`config.mk`:
```
export PLATFORM = sky130hd
export DESIGN_NAME = mic1_shifter_flat
export DESIGN_NICKNAME = d
export VERILOG_FILES = /design/src/rtl/mic1_shifter_if.sv /design/src/rtl/mic1_shifter.sv /design/src/flat_wrapper.sv
export SDC_FILE = /design/constraint.sdc
export NUM_CORES = 1
export LEC_CHECK = 0
export CAP_MARGIN = 20
export CORE_MARGIN = 3
export CORE_UTILIZATION = 44
export DETAILED_ROUTE_END_ITERATION = 10
export DONT_BUFFER_PORTS = 1
export SLEW_MARGIN = 20
export SYNTH_ARGS = -nofsm -noshare
export SYNTH_HDL_FRONTEND = slang
export SYNTH_SLANG_ARGS = --single-unit
```
`constraint.sdc`:
```
create_clock -name CLK -period 1.1 [get_ports CLK]
set_clock_uncertainty 0.1 [all_clocks]
set_input_delay 0.22 -clock CLK [delete_from_list [all_inputs] [get_ports CLK]]
set_output_delay 0.22 -clock CLK [all_outputs]
set_load 0.01 [all_outputs]
```
`src/rtl/mic1_shifter_if.sv`:
```
// mic1_shifter_if: ALU-operand and shifter-result bundle between the
// datapath driver and the MIC-1 shifter stage.
interface mic1_shifter_if #(
    parameter int WIDTH = 32
);
    logic [WIDTH-1:0] ALU_out;
    logic [1:0]       SET;
    logic             IN_VALID;
    logic [WIDTH-1:0] Shift;
    logic             OUT_VALID;
    logic             ILLEGAL;

    modport master (
        output ALU_out, SET, IN_VALID,
        input  Shift, OUT_VALID, ILLEGAL
    );

    modport slave (
        input  ALU_out, SET, IN_VALID,
        output Shift, OUT_VALID, ILLEGAL
    );
endinterface

```
`src/rtl/mic1_shifter.sv`:
```
// mic1_shifter: registered MIC-1 shifter stage.
// It performs pass, SLL, or SRA on the ALU result, with a valid strobe and an illegal-code flag.
module mic1_shifter #(
    parameter int WIDTH   = 32,
    parameter int SLL_AMT = 8,
    parameter int SRA_AMT = 1
) (
    input  logic          CLK,
    input  logic          RST,
    mic1_shifter_if.slave bus
);
    logic signed [WIDTH-1:0] w_sra;
    logic [WIDTH-1:0]        w_next;
    logic                    w_illegal;
    logic [WIDTH-1:0]        r_shift;
    logic                    r_valid;
    logic                    r_illegal;

    // SRA is computed in its own signed net so the surrounding unsigned mux cannot turn it logical
    assign w_sra = $signed(bus.ALU_out) >>> SRA_AMT;

    always_comb begin
        w_illegal = (bus.SET == 2'b11);
        w_next    = (bus.SET == 2'b00) ? bus.ALU_out :
                    (bus.SET == 2'b01) ? (bus.ALU_out << SLL_AMT) :
                    (bus.SET == 2'b10) ? w_sra : '0;
    end

    always_ff @(posedge CLK or posedge RST) begin
        if (RST) begin
            r_shift   <= '0;
            r_valid   <= 1'b0;
            r_illegal <= 1'b0;
        end else if (bus.IN_VALID) begin
            r_shift   <= w_next;
            r_valid   <= 1'b1;
            r_illegal <= w_illegal;
        end else begin
            r_valid   <= 1'b0;
        end
    end

    assign bus.Shift     = r_shift;
    assign bus.OUT_VALID = r_valid;
    assign bus.ILLEGAL   = r_illegal;
endmodule

```
`src/flat_wrapper.sv`:
```
// flat-port wrapper written by rule: the top's interface ports become plain ports
module mic1_shifter_flat 
#(
    parameter int WIDTH   = 32,
    parameter int SLL_AMT = 8,
    parameter int SRA_AMT = 1
)
  (CLK, RST, bus_ALU_out, bus_SET, bus_IN_VALID, bus_Shift, bus_OUT_VALID, bus_ILLEGAL);
  mic1_shifter_if #(.WIDTH(WIDTH)) bus_i ();
  input  logic CLK;
  input  logic RST;
  input wire logic [$bits(bus_i.ALU_out)-1:0] bus_ALU_out;
  input wire logic [$bits(bus_i.SET)-1:0] bus_SET;
  input wire logic [$bits(bus_i.IN_VALID)-1:0] bus_IN_VALID;
  output wire logic [$bits(bus_i.Shift)-1:0] bus_Shift;
  output wire logic [$bits(bus_i.OUT_VALID)-1:0] bus_OUT_VALID;
  output wire logic [$bits(bus_i.ILLEGAL)-1:0] bus_ILLEGAL;
  assign bus_i.ALU_out = bus_ALU_out;
  assign bus_i.SET = bus_SET;
  assign bus_i.IN_VALID = bus_IN_VALID;
  assign bus_Shift = bus_i.Shift;
  assign bus_OUT_VALID = bus_i.OUT_VALID;
  assign bus_ILLEGAL = bus_i.ILLEGAL;
  mic1_shifter #(.WIDTH(WIDTH), .SLL_AMT(SLL_AMT), .SRA_AMT(SRA_AMT)) u_core (.CLK(CLK), .RST(RST), .bus(bus_i));
endmodule
```
==> results of run 1 <==
layout by cell type, fill, tap and decap left out:
cell / synthesis / layout
inv_1: 17 / 17
dlygate4sd3_1: 0 / 1
dfrtp_1: 34 / 34
o211ai_2: 8 / 8
mux2i_1: 31 / 31
nand3_1: 1 / 1
o21ai_0: 1 / 1
nand2b_1: 26 / 26
clkbuf_1: 2 / 1
a31oi_1: 1 / 1
o22ai_1: 8 / 8
nor2_1: 1 / 1
clkbuf_8: 0 / 6
o221ai_1: 8 / 8
nand2_1: 1 / 1
nand3b_1: 1 / 1
buf_12: 0 / 2
o221ai_2: 7 / 7
clkinv_2: 0 / 1
buf_4: 3 / 1
nand4b_1: 15 / 15
routing by layer:
metal	global-route usage	wire [µm]
met5	0	0
met4	0.0676	78
met3	0.0716	446
met2	0.270	2240
met1	0.241	1870
synthesized netlist by cell type:
cell type | instances | area share
a31oi_1 | 1 | 0.0031
buf_2 | 7 | 0.018
buf_4 | 3 | 0.011
buf_6 | 3 | 0.017
clkbuf_1 | 2 | 0.0038
clkbuf_4 | 2 | 0.0075
dfrtp_1 | 34 | 0.43
inv_1 | 17 | 0.032
mux2i_1 | 31 | 0.16
nand2_1 | 1 | 0.0019
nand2b_1 | 26 | 0.082
nand3_1 | 1 | 0.0025
nand3b_1 | 1 | 0.0038
nand4b_1 | 15 | 0.066
nor2_1 | 1 | 0.0019
o211ai_2 | 8 | 0.050
o21ai_0 | 1 | 0.0025
o221ai_1 | 8 | 0.035
o221ai_2 | 7 | 0.053
o22ai_1 | 8 | 0.025
how the worst min path moves through the flow:
stage | start | endpoint | slack (ns) | depth (start not counted)
floorplan | bus_IN_VALID | u_core.bus.OUT_VALID$_DFF_PP0_ | 0.15 | 0
global placement | RST | u_core.bus.OUT_VALID$_DFF_PP0_ | 0.07 | 2
detailed placement | RST | u_core.bus.Shift[23]$_DFFE_PP0P_ | 0.08 | 2
CTS | bus_IN_VALID | u_core.bus.OUT_VALID$_DFF_PP0_ | -0.14 | 0
global route | bus_IN_VALID | u_core.bus.OUT_VALID$_DFF_PP0_ | -0.15 | 0
finish | bus_IN_VALID | u_core.bus.OUT_VALID$_DFF_PP0_ | -0.13 | 0
metrics by stage:
stage / power, µW / hold WS [ns] / setup slack (ns) / cells / utilization
floorplan: 1920 / 0.151 / 0.0325 / 177 / -
global placement: 1920 / 0.0713 / 0.151 / 213 / 0.476
detailed placement: 1940 / 0.0760 / 0.123 / 213 / 0.476
CTS: 2900 / -0.141 / 0.0486 / 222 / 0.500
global route: 3000 / -0.150 / 0.0399 / 222 / 0.500
finish: 2860 / -0.134 / 0.0574 / 222 / 0.500
sequential cells by signal (all words and copies together), names as in the netlist:
signal                count
u_core.bus.OUT_VALID      1
u_core.bus.Shift         32
u_core.bus.ILLEGAL        1
cell type report:
| type | count | area share |
|---|---|---|
| Clock buffer | 7 | 0.0414 |
| Clock inverter | 1 | 0.00240 |
| Inverter | 17 | 0.0306 |
| Multi-Input combinational cell | 109 | 0.460 |
| Sequential cell | 34 | 0.408 |
| Tap cell | 50 | 0.0300 |
| Timing Repair Buffer | 4 | 0.0276 |
kinds of logic (layout without fill, tap and decap cells):
logic type | Yosys count | count (layout)
compound gates | 33 | 33
buf+inv | 34 | 29
flops | 34 | 34
mux | 31 | 31
simple gates | 45 | 45
where the power goes:
part	switching [µW]	total (µW)	internal, µW
clock	447	952	505
sequential	160	1540	1380
combinational	164	368	204
==> results by stage, run 1 <==
GRT:
- The number of antenna violations at the first check in global routing is 0.
- Entering global routing, the biggest net connects 57 pins.
- The overall track demand over capacity in global routing is 0.183.
- The aggregate global routing overflow is 0.
- The number of global-route vias before repair is 1338.
- The first global-routing pass estimated 7.38 mm of wire.

Synth:
- Of the total synthesized cell area, the portion taken by AND, OR, NAND and NOR gates is 0.158.
- Averaged over all synthesized cells, the footprint is 11.2 µm².
- The XOR/XNOR share of the synthesized area is 0.
- The total nets after synthesis is 214.
- The synthesized-area fraction occupied by ao, oa, aoi and oai cells was 0.169.
- The count of different cell masters after synthesis is 20.
- The number of warning messages in the yosys log is 0.
- Counting flops and latches in the post-synthesis netlist gives 34.
- The main combinational cell family by area after synthesis is compound AO/OA/AOI/OAI gates.
- For this run, the register share of the synthesized area comes to 0.428.
- The adder and majority cell fraction of the synthesized area is 0.
- The fraction of synthesized area in multiplexers is 0.156.
- The synthesized cell area is between 0.0015 and 0.002 mm².
- Synthesis handed over a netlist of 177 instances.

Route:
- The total vias in the final route is roughly 1400.
- The detailed-route wire length per cell is 20.9 µm.
- The overall routed net length is about 4.6 mm.
- Using the TritonRoute via totals, the vias-per-cell ratio works out to 6.24.
- The remaining design rule violation count is 0.
- For this block, the initial DRC count from the detailed router was 80.
- In this run the remaining antenna-violating nets after routing total 0.
- For this run, the detailed router's first-pass iteration total came to 4.

STA:
- Setup violations remaining at the end of the flow were counted as 0.
- Static timing analysis puts the maximum clock frequency at 0.959 GHz.
- The count of endpoints failing hold in the final timing report is 18.
- The final setup TNS is 0 ns.
- At the pin with the least slew margin, the transition time is 0.272 ns.
- The final max-slew violation count is 0.
- The clock period minus worst slack is 1.04 ns.
- The worst slew margin relative to its limit is 0.818.
- The tightest hold path in the finished design has a slack of -0.134 ns.
- In the finished design, the share of the clock period the worst path needs comes to 0.948.
- Setup repair after global routing left no endpoint under its margin.

Floorplan:
- The die footprint is 0.00536 mm².
- The initial core utilization is 0.477.
- The region available for standard cell placement spans 0.00417 mm².
- From bottom edge to top edge, the die measures 73.2 µm.
- The count of boundary I/O pins is a little over 70.
- The floorplan step set the die width to 73.2 µm.
- In this run the core area contains 23 standard-cell rows.

Layout:
- The layout has 386 filler cells.
- The antenna diode count is 0.
- The proportion of layout cells with a drive suffix above 1 is 0.145.
- In the final design database the tool counted 208 nets.
- From synthesis to final layout, the design area changed by 4.91%.
- The final instance area is 0.00209 mm².
- The multi-input combinational cells in the finished layout cover a total of a little under 0.001 mm².
- The sequential cells in the finished layout cover a total of 851 µm².

Power and ir drop:
- The total leakage power is 0.000918 µW.
- The power per cell area is 1370 mW/mm².
- The maximum VDD drop is 0.663 mV.

Clock network:
- After clock tree synthesis, the setup repair step added 0 buffers.
- The post-cts hold buffer count is 1.
- Once the clock tree was built, the resizer swapped 0 gates to a different size.
- The number of levels in the clock H-tree is 2.
- The clock reaches the later pin of the worst-skew pair after about 0.29 ns.
- The CTS buffer count is 5.
- The clock tree from TritonCTS is built.
- After clock tree synthesis, the clock-pin slew on the worst setup and hold paths is 0.07 ns.
- The library cell used as clock root buffer is clkbuf_8.
- For this design, the sink count on the clock tree is 34.
- No sink is reached through more buffers than the 2 on the longest clock path.

Run status:
- The final reports fail on hold timing.
- The flow ran to the end, but the final reports show violations.

Setup path:
- The highest fanout seen on the critical path is 2.
- The number of gates on the worst path with buffers counted is 0.
- Following the worst setup path forward leads to its endpoint at bus_Shift[19].
- The startpoint identified for the worst register-to-register timing path is u_core.bus.Shift[25]$_DFFE_PP0P_.
- The worst reg2reg path endpoint is u_core.bus.Shift[25]$_DFFE_PP0P_.
- The register-to-register path setup slack is 0.25 ns.
- The data arrival time of the worst path is 0.72 ns.
- The number of cell instances on the worst register-to-register path is 2.
- STA classifies the critical path endpoint as an output port.
- The critical path is of the reg2out type.
- The worst setup path is launched from a register.
- The startpoint of the most critical setup path is u_core.bus.Shift[19]$_DFFE_PP0P_.
- At the worst endpoint, the required time is 0.78 ns.

Placed design:
- The count of buffers added on input and output ports is 0.
- The instance area at placement is 0.00199 mm².
- The placer congestion estimate is 0.706.
- The estimated wirelength of the detail-placed design is around 3.3 mm.

Flow run:
- Across the run, the number of max-cap violations was 0.

Hold path:
- The path type of the worst min-delay path is in2reg.
Power figures use the tool's default switching activity.
==> run 2, diff against run 1 <==
- CELL_PAD_IN_SITES_DETAIL_PLACEMENT: not set -> 0
- CELL_PAD_IN_SITES_GLOBAL_PLACEMENT: not set -> 2
- CORE_UTILIZATION: 44 -> 35
- GPL_TIMING_DRIVEN: not set -> 0
- PLACE_DENSITY_LB_ADDON: not set -> 0.1
==> results by stage, run 2 (same netlist as run 1, synthesis figures left out) <==
STA:
- The final max-slew violation count came to 0.
- Setup repair after global routing left no endpoint under its margin.
- The worst slew margin relative to its limit is 0.510.
- The final worst-path cycle share is 0.944.
- The setup slack of the critical path after layout is 0.0617 ns.
- The count of endpoints failing hold in the final timing report is 34.
- At the pin with the least slew margin, the transition time is 0.734 ns.
- Setup violations remaining at the end of the flow were counted as 0.
- Final hold analysis gives a worst-case slack of -0.164 ns.
- The clock period minus worst slack is ~1.0 ns.
- Timing would allow up to approximately 0.96 GHz.

Route:
- The total vias in the final route is 1449.
- In the final routed layout, each cell accounts on average for 21.0 µm.
- The overall routed net length is 5.35 mm.
- The number of DRC violations after detailed-routing iteration 0 is 50.
- The wire length on met3 is ~510 µm.
- In the final routing, the length of wire on met1 measures 2.28 mm.
- In this run the top signal layer used is met4.
- Wire segments on met2 add up to 2.50 mm in the final route.
- The detailed-route vias per instance is 5.68.
- The number of nets still failing antenna checks after routing is 0.
- The remaining design rule violation count is 0.
- The number of iterations in the first detailed-routing pass is 4.

Clock network:
- The longest clock path from root to sink contains 2 buffers.
- The setup fix buffers added after clock tree synthesis is 0.
- The number of clock buffers added by TritonCTS is 5.
- The library cell used as clock root buffer is clkbuf_8.
- The clock transition at the registers of the reported paths is roughly 0.070 ns.
- The H-tree was split into 2 levels.
- The clock tree from TritonCTS is built.
- Buffers inserted to repair hold after CTS numbered 1.
- The post-cts resize count is 0.
- For the worst-skew pair, the clock arrives at the later sink with an insertion delay of 0.28 ns.
- CTS saw 34 sinks.

Setup path:
- The worst setup path category is reg2out.
- The highest fanout seen on the critical path is 2.
- The startpoint kind of the worst setup timing path is a register.
- The data arrival time of the worst path is 0.72 ns.
- The required arrival time at the worst endpoint is 0.78 ns.
- STA classifies the critical path endpoint as an output port.
- The critical path crosses 0 cells after its start point.
- Measured in cells, the most critical reg-to-reg path has a length of 2.

Floorplan:
- The total area inside the core boundary comes to approximately 0.0053 mm².
- The die boundary height is 81.4 µm.
- For this configuration, the core starts out at a cell density of 0.375.
- In this run the core area contains 26 standard-cell rows.
- The die extent in x is 81.4 µm.
- The count of boundary I/O pins is 71.
- The die covers around 0.0066 mm².

Placed design:
- Before CTS, the worst setup slack after placement is -0.0704 ns.
- Routability-driven placement finished with a final weighted congestion of roughly 0.8.
- The count of buffers added on input and output ports is 0.
- Summing all placed instances gives a cell area of roughly 0.0021 mm².
- Detailed placement ended at an HPWL of around 4.1 mm.

Layout:
- The multi-input combinational cells in the finished layout cover a total of roughly 960 µm².
- The number of antenna diodes in the final layout is 0.
- The area used by sequential logic in the layout is 851 µm².
- Of the cells placed in the final design, the portion with a size suffix greater than 1 is 0.195.
- Relative to the synthesized area, the layout overhead comes to 8.74%.
- The flip-flop count of the largest register after layout is 32.
- Fill cells in the final layout number 529.
- Leaving out fill and tap cells, the most frequent cell in the layout is dfrtp_1.
- The post-layout net count is 222.
- Leaving out fill and tap cells, the most frequent cells in the layout are dfrtp_1, mux2i_1, nand2b_1.
- The final instance area is 0.00216 mm².
- For this run, the share of the core covered by cells in the final layout is 0.408.

GRT:
- For this run, the total global-route usage over all layers was measured as 0.171.
- The number of global-route vias before repair is 1514.
- The wire length of the first global-routing pass is 8.45 mm.
- The maximum number of pins on one net before global-route repair is 35.
- Summed over all layers, the global routing overflow is 0.
- The number of antenna violations at the first check in global routing is 0.

Power and ir drop:
- In this run the power density over the cells is approximately 1300 mW/mm².
- The analysis attributes to cell leakage a power of approximately 0.00095 µW.
- The post-layout total power is 2880 µW.
- The maximum VDD drop is 0.546 mV.

Run status:
- The flow ran to the end, but the final reports show violations.
- The final reports fail on hold timing.

Hold path:
- The tightest min-delay check is of the in2async type.

Flow run:
- The max-cap check violation count is 0.
[run 2: cell types whose count changed in the layout (fill, tap and decap cells not counted), sizes merged]
cell | before | now
clkinv | 1 | 0
clkbuf | 7 | 11
buf | 3 | 13
[run 2: final cells by class]
cell class	instances	share of cell area
well taps	70	0.0405
inverters	17	0.0295
multi-input cells	109	0.444
plain buffers	17	0.0526
flip-flops and latches	34	0.393
clock buffers	7	0.0353
repair buffers	1	0.00463
[run 2: stage by stage]
step / cells / setup TNS (ns)
after detailed placement: 247 / -1.19
after global placement: 247 / -13.76
after CTS: 255 / 0
after floorplan: 177 / 0
final: 255 / 0
after global routing: 255 / 0
[run 2: layer usage]
metal	GRT usage	vias up
met5	0	-
met4	0.0473	0
met3	0.0676	7
met2	0.255	56
met1	0.230	716
li1	-	670
[run 2: final timing paths]
check,start,to,slack (ns)
min in group CLK,bus_ALU_out[31],u_core.bus.Shift[31]$_DFFE_PP0P_,0.01
max in group asynchronous,RST,u_core.bus.Shift[9]$_DFFE_PP0P_,0.59
worst min-delay path,RST,u_core.bus.Shift[25]$_DFFE_PP0P_,-0.16
worst max-delay path,u_core.bus.Shift[18]$_DFFE_PP0P_,bus_Shift[18],0.06
worst max register to register,u_core.bus.Shift[24]$_DFFE_PP0P_,u_core.bus.Shift[24]$_DFFE_PP0P_,0.25
worst min register to register,u_core.bus.Shift[26]$_DFFE_PP0P_,u_core.bus.Shift[26]$_DFFE_PP0P_,0.47
[run 2: report_power, final]
part / leakage [µW] / switching [µW] / internal (µW)
Clock: 0.0000383 / 438 / 436
Sequential: 0.000431 / 157 / 1380
Combinational: 0.000484 / 250 / 217
Total: 0.000953 / 844 / 2030
==> run 3, diff against run 2 <==
- CORE_MARGIN: 3 -> not set
- CORE_UTILIZATION: 35 -> 41
- clock period: 1.1 -> 1.3 ns (I/O delays scaled with it)
==> results by stage, run 3 (same netlist as run 1, synthesis figures left out) <==
Clock network:
- The clock transition at the registers of the reported paths is 0.07 ns.
- The CTS buffer count is 5.
- The tree is rooted in a clkbuf_8.
- The worst-skew pair later-pin latency is 0.28 ns.
- The number of levels in the clock H-tree is 2.
- Counting along the longest clock path gives a buffer depth of 2.
- The clock sink total is 34.
- TritonCTS built the clock tree.

Layout:
- Once layout is complete, the cells apart from fillers number 238.
- The proportion of layout cells with a drive suffix above 1 is 0.194.
- The final instance area is 0.00215 mm².
- The antenna diode count is 0.
- Relative to the synthesized area, the layout overhead comes to 8.11%.
- The net count of the finished layout is ~220.
- The flip-flop count of the largest register after layout is 32.
- The most common cell after layout, fill and taps aside is dfrtp_1.
- In the layout the commonest cells are dfrtp_1, mux2i_1, nand2b_1.

Placed design:
- Once detailed placement completed, the half-perimeter wirelength came to 3.71 mm.
- Port buffering added 0 buffers.
- The placer congestion estimate is 0.803.
- Counting tap cells, the placed design contains a total of 229 instances.
- The instance area at placement is 0.00205 mm².
- The post-placement worst setup slack is 0.0899 ns.

STA:
- The count of endpoints failing hold in the final timing report is 0.
- The final setup TNS is 0 ns.
- For the pin with the worst max-slew slack, the measured transition is 0.732 ns.
- The final max-slew violation count came to 0.
- The worst slew margin relative to its limit is 0.511.
- For this run, the top clock speed supported by timing is 0.884 GHz.
- Setup repair after global routing left no endpoint under its margin.
- The number of failing setup endpoints in the final timing report is 0.
- In the finished design, the share of the clock period the worst path needs comes to 0.870.
- The setup slack of the critical path after layout is between 0.15 and 0.2 ns.
- For the finished layout, the period the worst path requires is 1.13 ns.

Floorplan:
- In this run the vertical extent of the chip is 71.7 µm.
- The initial utilization of the core area, before any placement, comes to 0.442.
- The die footprint is 0.00513 mm².
- The core region is 0.00450 mm².
- The floorplan has 24 rows.
- The die extent in x is 71.7 µm.
- Pin placement for this block handled 71 I/O pins.

Power and ir drop:
- VDD sags by at most 0.482 mV.
- Power spread over the standard cell area amounts to 1130 mW/mm².
- Summed over all cells, the static leakage comes to roughly 0.00096 µW.
- The design draws 2430 µW.

Setup path:
- STA classifies the critical path startpoint as a primary input.
- The critical path endpoint category is an asynchronous set/reset pin.
- The kind of cell adding the most delay to the critical path is buffers and inverters.
- Data arrives at the worst endpoint at 1.36 ns.
- The highest fanout seen on the critical path is 34.
- The required arrival time at the worst endpoint is approximately 1.5 ns.
- In this run the critical register-to-register path is launched from u_core.bus.Shift[23]$_DFFE_PP0P_.
- The delay of the slowest cell on the worst path is about 0.55 ns.
- Together, buffers and inverters on the worst path number 2.
- The worst setup path category is in2async.
- Walking the worst path, the cells encountered are dlygate4sd3_1 -> inv_2.
- The library cell contributing the largest single delay on the critical path is dlygate4sd3_1.
- The startpoint of the most critical setup path is RST.

Route:
- The number of iterations in the first detailed-routing pass is 4.
- The number of nets still failing antenna checks after routing is 0.
- Dividing the detail-routed wire length by the instance count gives 21.3 µm.
- After detailed routing, the number of vias per cell comes to around 6.2.
- The total vias in the final route is 1473.
- The first routing iteration left around 70 violations.
- Summed over all layers, the routed wires come to just over 5 mm.
- After detailed routing, the number of remaining DRC violations is 0.

Hold path:
- The min-delay analysis places its worst path in the category in2reg.
- In this run the most critical hold path is launched from bus_ALU_out[31].

Run status:
- The flow ran to the end, and the final reports show no timing, DRC or antenna violations.

GRT:
- The first global-routing pass estimated 7.98 mm of wire.
- Entering global routing, the biggest net connects 35 pins.
- The number of antenna violations at the first check in global routing came to 0.
- In the global route stage, overall resource usage came out at 0.206.
- The number of global-route vias before repair came to 1567.
- The aggregate global routing overflow is 0.

Flow run:
- The tool flagged a number of max-cap violations equal to 0.
[run 3: metal layers]
metal | GRT usage | up-vias | routed length [µm]
met5 | 0 | - | 0
met4 | 0.0654 | 0 | 51
met3 | 0.0816 | 6 | 421
met2 | 0.310 | 61 | 2280
met1 | 0.273 | 740 | 2310
li1 | - | 666 | -
[run 3: repair_timing]
action                                 CTS  global route
resized for setup                        0             0
endpoints found under the hold margin   35             0
hold buffers                             2             0
setup buffers                            0             0
[run 3: cell type report]
class | count | area [µm²]
inverter | 17 | 63.8
sequential | 34 | 851
tap | 52 | 65.1
multi-input combinational | 109 | 961
clock buffer | 7 | 76.3
timing repair buffer | 2 | 20.0
fill | 428 | 2350
buffer | 17 | 114
[run 3: final timing paths]
check / slack (ns) / depth (start not counted) / endpoint
worst max-delay path: 0.17 / 2 / u_core.bus.ILLEGAL$_DFFE_PP0P_
worst min-delay path: 0.06 / 2 / u_core.bus.Shift[31]$_DFFE_PP0P_
worst max register to register: 0.44 / 2 / u_core.bus.Shift[23]$_DFFE_PP0P_
worst min register to register: 0.47 / 2 / u_core.bus.Shift[17]$_DFFE_PP0P_
max in group CLK: 0.23 / 0 / bus_Shift[19]
min in group asynchronous: 0.45 / 2 / u_core.bus.Shift[30]$_DFFE_PP0P_
[run 3: report_power, final]
part / total [µW] / internal (µW) / switching (µW) / leakage (µW)
Sequential: 1300 / 1170 / 130 / 0.000431
Clock: 726 / 368 / 358 / 0.0000383
Combinational: 400 / 185 / 215 / 0.000488
[run 3: stage by stage]
| stage | util | hold WS, ns |
|---|---|---|
| after global routing | 0.478 | 0.0659 |
| final | 0.478 | 0.0557 |
| after global placement | 0.456 | 0.192 |
| after detailed placement | 0.456 | 0.192 |
| after floorplan | - | 0.191 |
| after CTS | 0.478 | 0.0490 |
